[src/rtl/amns_modexp_scheduler.sv]
// Left-to-right square-and-multiply sequencer for AMNS modular exponentiation.
// Leading exponent zeros are skipped; all outputs are registered Moore decodes.
module amns_modexp_scheduler #(
  parameter int unsigned EXP_WIDTH = 16,
  localparam int unsigned CNT_WIDTH = $clog2(2*EXP_WIDTH+1)
) (
  input  logic                 clock_i,
  input  logic                 reset_i,
  input  logic                 start_i,
  input  logic [EXP_WIDTH-1:0] exponent_i,
  input  logic                 mm_done_i,
  output logic                 mm_start_o,
  output logic                 op_sel_o,
  output logic                 copy_base_o,
  output logic                 load_one_o,
  output logic                 busy_o,
  output logic                 done_o,
  output logic [CNT_WIDTH-1:0] mm_count_o
);

  localparam int unsigned IDX_WIDTH = $clog2(EXP_WIDTH);

  typedef enum logic [3:0] {
    IDLE, SCAN, COPY, LOAD_ONE, SQR_START, SQR_WAIT,
    MUL_START, MUL_WAIT, NEXT, DONE
  } state_e;

  state_e                 state_q, state_d;
  logic [EXP_WIDTH-1:0]   e_q, e_d;
  logic [IDX_WIDTH-1:0]   idx_q, idx_d;
  logic [CNT_WIDTH-1:0]   cnt_q, cnt_d;
  logic mm_start_q, mm_start_d;
  logic op_sel_q, op_sel_d;
  logic copy_q, copy_d;
  logic load_q, load_d;
  logic busy_q, busy_d;
  logic done_q, done_d;

  // Next-state, datapath and output decode of the next state
  always_comb begin
    state_d = state_q;
    e_d     = e_q;
    idx_d   = idx_q;
    cnt_d   = cnt_q;
    unique case (state_q)
      IDLE: begin
        if (start_i) begin
          e_d     = exponent_i;
          idx_d   = IDX_WIDTH'(EXP_WIDTH - 1);
          cnt_d   = '0;
          state_d = SCAN;
        end
      end
      SCAN: begin
        if (e_q[idx_q]) begin
          state_d = COPY;
        end else if (idx_q == '0) begin
          state_d = LOAD_ONE;
        end else begin
          idx_d = idx_q - IDX_WIDTH'(1);
        end
      end
      COPY: begin
        if (idx_q == '0) begin
          state_d = DONE;
        end else begin
          idx_d   = idx_q - IDX_WIDTH'(1);
          state_d = SQR_START;
        end
      end
      LOAD_ONE:  state_d = DONE;
      SQR_START: state_d = SQR_WAIT;
      SQR_WAIT: begin
        if (mm_done_i) state_d = e_q[idx_q] ? MUL_START : NEXT;
      end
      MUL_START: state_d = MUL_WAIT;
      MUL_WAIT: begin
        if (mm_done_i) state_d = NEXT;
      end
      NEXT: begin
        if (idx_q == '0) begin
          state_d = DONE;
        end else begin
          idx_d   = idx_q - IDX_WIDTH'(1);
          state_d = SQR_START;
        end
      end
      DONE:    state_d = IDLE;
      default: state_d = IDLE;
    endcase

    // Count rises together with the request strobe
    if (state_d == SQR_START || state_d == MUL_START) cnt_d = cnt_q + CNT_WIDTH'(1);

    mm_start_d = (state_d == SQR_START) || (state_d == MUL_START);
    op_sel_d   = (state_d == MUL_START) || (state_d == MUL_WAIT);
    copy_d     = (state_d == COPY);
    load_d     = (state_d == LOAD_ONE);
    busy_d     = (state_d != IDLE);
    done_d     = (state_d == DONE);
  end

  always_ff @(posedge clock_i) begin
    if (reset_i) begin
      state_q    <= IDLE;
      e_q        <= '0;
      idx_q      <= '0;
      cnt_q      <= '0;
      mm_start_q <= 1'b0;
      op_sel_q   <= 1'b0;
      copy_q     <= 1'b0;
      load_q     <= 1'b0;
      busy_q     <= 1'b0;
      done_q     <= 1'b0;
    end else begin
      state_q    <= state_d;
      e_q        <= e_d;
      idx_q      <= idx_d;
      cnt_q      <= cnt_d;
      mm_start_q <= mm_start_d;
      op_sel_q   <= op_sel_d;
      copy_q     <= copy_d;
      load_q     <= load_d;
      busy_q     <= busy_d;
      done_q     <= done_d;
    end
  end

  assign mm_start_o  = mm_start_q;
  assign op_sel_o    = op_sel_q;
  assign copy_base_o = copy_q;
  assign load_one_o  = load_q;
  assign busy_o      = busy_q;
  assign done_o      = done_q;
  assign mm_count_o  = cnt_q;

endmodule

[config.mk]
export PLATFORM = sky130hd
export DESIGN_NAME = amns_modexp_scheduler
export DESIGN_NICKNAME = d
export VERILOG_FILES = /design/src/rtl/amns_modexp_scheduler.sv
export SDC_FILE = /design/constraint.sdc
export NUM_CORES = 1
export LEC_CHECK = 0
export BUFFER_PORTS_ARGS = -buffer_cell sky130_fd_sc_hd__buf_4
export CORE_ASPECT_RATIO = 1.4
export CORE_UTILIZATION = 55
export DETAILED_ROUTE_END_ITERATION = 10
export GPL_TIMING_DRIVEN = 0
export PLACE_DENSITY = 0.82
export REMOVE_ABC_BUFFERS = 1
export SLEW_MARGIN = 0
export SYNTH_ARGS = -nofsm -noshare
export SYNTH_HDL_FRONTEND = slang
export SYNTH_SLANG_ARGS = --single-unit
[constraint.sdc]
create_clock -name clock_i -period 2.3 [get_ports clock_i]
set_input_delay 0.23 -clock clock_i [delete_from_list [all_inputs] [get_ports clock_i]]
set_output_delay 0.23 -clock clock_i [all_outputs]
set_load 0.1 [all_outputs]
==> metrics.txt, run 1 <==
Arrival @ worst endpoint 2470 ps; Final TNS setup 0 ps; minimum setup slack in the final design 54.5 ps; Tot Pwr 2090 uW; Die ar. roughly 3500 um2; post-synthesis simple-gate area fraction 0.229; reg-to-reg startpoint idx_q[0]; Post-synth EDFFs 0; area leader, netlist dfxtp_1; number of diodes 0; WS Path Type flop to flop; Root Buffer clkbuf_8; PD cells 946 nW/um2; register area share after synthesis 0.405; Worst EP required 2520 ps; Seq cells post-synth 36; most used cell, CP a21oi_2; final hold vios 0; largest net degree at the start of global routing 29; final worst-path cycle share 0.976; main area contributors after synthesis dfxtp_1 (40%), nand2_1 (7.8%), a21oi_1 (5.6%), mux4_2 (5.1%), nand3_1 (3.4%); RSZ-0062 raised after global routing true; worst reg2reg path depth 9; Primary FF master, synth dfxtp_1; RR Endpoint mm_count_o[0]; xor/xnor share of the synthesized area 0.0246; GP Congestion 0.774; Starting Density 0.576; port bufs 31; final setup vio count 0; first-pass GRT wire length 6400 um; shortest period the worst path allows about 2200 ps; Max Freq 445 MHz; Nets between 200 and 300; Worst Skew roughly 6.6 ps; CTS Sinks 36; Max-Cap Viols 0; worst hold slack 176 ps; DR pass1 iterations 6; Layout fillers 231; Routed Antenna Nets 0; placed wire-length estimate 2440 um; initial antenna violation count 0; die width 50.1 um; # H-tree levels 2; top-area cell type share of the netlist area 0.405; synthesized area between 1500 and 2000 um2; Ports 32; starting DRC count in detailed routing 45; HP Start exponent_i[8]; status finished, final reports clean; worst-path maximum fanout 8; largest family of logic cells by synthesized area simple AND/OR/NAND/NOR gates; Critical Path, Cell by Cell inv_1 > ha_2 > or3b_2 > a311oi_2 > a21oi_2 > a31oi_4 > buf_4 > o211ai_2 > a21oi_2; area growth from synthesis to layout 24.0%; core area ~3100 um2; total global routing overflow 0; CTS buffer count 5; Worst slew margin 0.574; Yosys warning count 0; clock tree buffer depth 2; end-of-flow core utilization 0.714; Crit path largest cell delay 500 ps; Critical Path End Type flop; Setup WS pre-CTS -704 ps; Hold EP e_q[8]; Hold Path Class primary input to flop; drt drc 0; Std-Cell Rows 24; layout cells sized above 1 0.290; Syn Area/Cell 8.44 um2; Leak roughly 0.00089 uW; Total GRT Usage 0.243; routed wire length 3870 um; clk slew on worst S/H paths about 70 ps; worst hold path cell count 3; Max stage delay cell, worst path or3b_2; number of global-route vias before repair around 1600; Die Y between 60 and 70 um; Adder-Cell Fraction of Synth Area 0.0141; mux contribution to synthesized area 0.0569; Worst Tran Pin Value 634 ps; Top Family by Delay on Critical Path compound AO/OA/AOI/OAI gates; Async SR Flop Fraction 0; Yosys cell types 48; Worst setup SP type flop; Synth Area in Compound Gates 0.205; Register-to-Register Setup Slack between 50 and 60 ps; vias per std cell between 5 and 6; Syn Inst Count 211; via count 1611; VDD IR-drop max 0.706 mV; Slew Limit Fails 0; CP bufs+invs 2; worst skew pair latency just under 300 ps; WL per Instance 13.6 um; CTS tree done
==> logic make-up after synthesis <==
group / after synthesis
compound gates: 51
flops: 36
xor+xnor: 5
buf+inv: 25
fa+ha+maj: 2
mux: 5
simple gates: 87
==> cell usage after synthesis, drive strengths merged (4+ instances only) <==
library cell	n
buf	5
a21oi	21
nand3	13
mux4	4
nand2	37
dfxtp	36
clkbuf	9
inv	11
o21ai	6
o22ai	4
nor2	16
nor2b	4
==> final cells by class <==
cell class                      instances  area [um2]  area share
Clock buffer                            6        82.6      0.0374
Clock inverter                          2        10.0     0.00453
Tap cell                               39        48.8      0.0221
Sequential cell                        36         724       0.328
Multi-Input combinational cell        150         997       0.452
Timing Repair Buffer                   40         304       0.138
Inverter                               11        41.3      0.0187
==> worst max-delay path by stage <==
stage                from            end  slack [ps]  depth (start not counted)
2_1_floorplan  state_q[1]  mm_count_o[2]         -80                          5
3_3_place_gp   state_q[1]  mm_count_o[3]        -670                          5
6_report         idx_q[0]  mm_count_o[0]          50                          9
5_1_grt          idx_q[0]  mm_count_o[0]         -70                          9
4_1_cts          idx_q[0]     load_one_o          30                          8
3_5_place_dp   state_q[1]  mm_count_o[3]        -700                          5
==> cells in the final DEF (no fill, tap or decap), types with 2 or more instances in the layout <==
cell type / count
a21o_1: 3
a21oi_1: 19
a21oi_2: 2
a31oi_1: 2
and2_1: 3
and3_1: 2
buf_4: 39
clkbuf_8: 6
clkinv_2: 2
dfxtp_1: 35
inv_1: 10
mux4_2: 4
nand2_1: 37
nand3_1: 11
nor2_1: 15
nor2b_1: 4
nor3_1: 3
o211ai_1: 2
o21ai_0: 4
o22ai_1: 4
or4_1: 2
xnor2_1: 3
xor2_1: 2
==> report_power, final <==
group          internal, uW  switching (uW)  leakage (uW)
clock network           239             224     0.0000510
registers               709             108      0.000295
logic                   345             464      0.000544
==> per-stage QoR <==
| step | std cells | cell area [um2] |
|---|---|---|
| finish | 284 | 2210 |
| global route | 284 | 2210 |
| CTS | 281 | 2150 |
| detailed placement | 267 | 1990 |
| global placement | 267 | 1990 |
| floorplan | 197 | 1710 |
==> sequential cells by signal, summed over array words and instances (netlist names) <==
name         flops
load_one_o       1
op_sel_o         1
state_q          4
mm_count_o       6
e_q             16
copy_base_o      1
done_o           1
mm_start_o       1
idx_q            4
busy_o           1
==> metal layers <==
| layer | vias to the layer above | share of wire | GRT usage |
|---|---|---|---|
| met5 | - | 0 | 0 |
| met4 | 0 | 0.036 | 0.159 |
| met3 | 13 | 0.028 | 0.0482 |
| met2 | 33 | 0.52 | 0.412 |
| met1 | 762 | 0.41 | 0.266 |
| li1 | 803 | - | - |
==> worst register-to-register path: stages (launching register included) <==
cell and delay (ps):
dfxtp_4 380, inv_1 90, ha_2 210, or3b_2 500
a311oi_2 240, a21oi_2 90, a31oi_4 280, buf_4 170
o211ai_2 80, a21oi_2 150
==> timing repair <==
| action | CTS | global route |
|---|---|---|
| resized for setup | 4 | 10 |
| setup buffers | 6 | 3 |
| hold buffers | 0 | 0 |
| pin swaps | 1 | 4 |
| setup endpoints to repair | 12 | 17 |
Note: power is estimated with default switching activity, not from simulation.
==> run 2, diff against run 1 <==
Clock period 2.3 ns to 2.26 ns, I/O delays scaled along.
==> run 2 against run 1 <==
  * Register-to-register slack hardly changed
  * Global-route usage is 0.27 points higher
  * Critical path type unchanged
  * Die area stayed put
  * Total power is 5.5% higher
  * Flip-flop and latch count stayed put
  * Design area is 3.0% higher
  * Clock-buffer cell count stayed put
  * Worst setup slack better by 11 ps
==> metrics.txt, run 2 (same netlist as run 1, synthesis figures left out) <==
worst-path maximum fanout 8 (unchanged); die width 50.1 um (unchanged); clock tree buffer depth 2 (unchanged); PD cells 969 nW/um2 (was 946 nW/um2); Largest register FFs 16 (unchanged); Arrival @ worst endpoint 2360 ps (was 2470 ps); layout cells sized above 1 0.328 (was 0.290); Worst EP required 2430 ps (was 2520 ps); most frequent cells in the layout buf_4 (38), nand2_1 (37), dfxtp_1 (33) (was buf_4 (39), nand2_1 (37), dfxtp_1 (35)); clk slew on worst S/H paths 70 ps (about the same); Worst slew margin 0.563 (was 0.574); Total GRT Usage 0.246 (was 0.243); CTS tree done (unchanged); total global routing overflow 0 (unchanged); via count 1672 (was 1611); Max-Cap Viols 0 (unchanged); starting DRC count in detailed routing 46 (was 45); Worst setup SP type flop (unchanged); RSZ-0062 raised after global routing true (unchanged); Die Y 69.3 um (unchanged); Routed Antenna Nets 0 (unchanged); Die ar. 3470 um2 (unchanged); # H-tree levels 2 (unchanged); status finished, final reports clean (unchanged); area growth from synthesis to layout 27.8% (was 24.0%); Leak 0.000907 uW (was 0.000890 uW); routed wire length 4180 um (was 3870 um); CTS Sinks 36 (unchanged); VDD IR-drop max 0.748 mV (was 0.706 mV); core area 3090 um2 (unchanged); shortest period the worst path allows 2190 ps (was 2250 ps); Hold Path Class primary input to flop (unchanged); Ports 32 (unchanged); number of diodes 0 (unchanged); Critical Path End Type flop (unchanged); leading cell type in the layout, fill and taps excluded buf_4 (unchanged); largest net degree at the start of global routing 29 (unchanged); CTS buffer count 5 (unchanged); Layout Cells excl Fill 286 (was 284); GP Congestion 0.774 (unchanged); Largest Register e_q (unchanged); drt drc 0 (unchanged); WL per Instance 14.6 um (was 13.6 um); final setup vio count 0 (unchanged); Worst Skew 7.69 ps (was 6.59 ps); number of global-route vias before repair 1553 (was 1552); Starting Density 0.576 (unchanged); Root Buffer clkbuf_8 (unchanged); # placed instances 267 (unchanged); Max Freq 456 MHz (was 445 MHz); final hold vios 0 (unchanged); port bufs 31 (unchanged); WS Path Type flop to flop (unchanged); worst skew pair latency 290 ps (about the same); end-of-flow core utilization 0.735 (was 0.714); Std-Cell Rows 24 (unchanged); Worst Tran Pin Value 651 ps (was 634 ps); vias per std cell 5.85 (was 5.67); Nets 268 (was 266); first-pass GRT wire length 6460 um (was 6400 um); DR pass1 iterations 4 (was 6); final worst-path cycle share 0.971 (was 0.976); placed wire-length estimate 2440 um (unchanged); Tot Pwr 2200 uW (was 2090 uW); initial antenna violation count 0 (unchanged); Slew Limit Fails 0 (unchanged)
## run 2: worst paths after layout
path	slack (ps)	from	to	cells after the start
setup reg to reg	70	idx_q[0]	idx_q[0]	8
hold reg to reg	450	e_q[14]	e_q[14]	2
setup / recovery	70	idx_q[0]	idx_q[0]	8
hold / removal	170	exponent_i[8]	e_q[8]	3
## run 2: power by group
| group | switching (uW) | total (uW) | internal [uW] | leakage, uW |
|---|---|---|---|---|
| sequential | 113 | 835 | 723 | 0.000296 |
| clock | 227 | 470 | 243 | 0.0000510 |
| combinational | 505 | 900 | 395 | 0.000561 |
| total | 845 | 2200 | 1360 | 0.000907 |
## run 2: metal layers
metal,track usage,up-vias,wire (um)
met5,0,-,0
met2,0.410,48,2320
li1,-,805,-
met3,0.0702,10,144
met1,0.269,809,1600
met4,0.143,0,121
## run 2: stage by stage
stage | setup TNS [ps] | setup WS, ps | hold WS, ps | cell area (um2)
after detailed placement | -5690 | -744 | 447 | 1990
after CTS | 0 | 0.374 | 174 | 2160
final | 0 | 66.0 | 171 | 2270
after floorplan | -451 | -116 | 288 | 1710
after global placement | -5330 | -713 | 441 | 1990
after global routing | -513 | -86.5 | 183 | 2270
## run 2: cell type report
type / instances / area, um2
Timing Repair Buffer: 42 / 330
Multi-Input combinational cell: 150 / 1030
Sequential cell: 36 / 727
Tap cell: 39 / 48.8
Clock buffer: 6 / 82.6
Clock inverter: 2 / 10.0
Fill cell: 215 / 818
Inverter: 11 / 41.3
## run 2: critical path, cell delays in order, from the launching register on
cell and delay, ps:
dfxtp_4 410, buf_4 130, mux4_2 500, o211ai_1 120, nand3_2 200, buf_6 180
o32ai_4 230, and3_4 260, nor3_2 40
## run 2: timing repair
item / 4_1_cts / 5_1_grt
endpoints found under the setup margin: 16 / 18
gates resized for setup: 6 / 20
pin swaps: 2 / 12
hold buffers: 0 / 0
setup buffers: 6 / 5
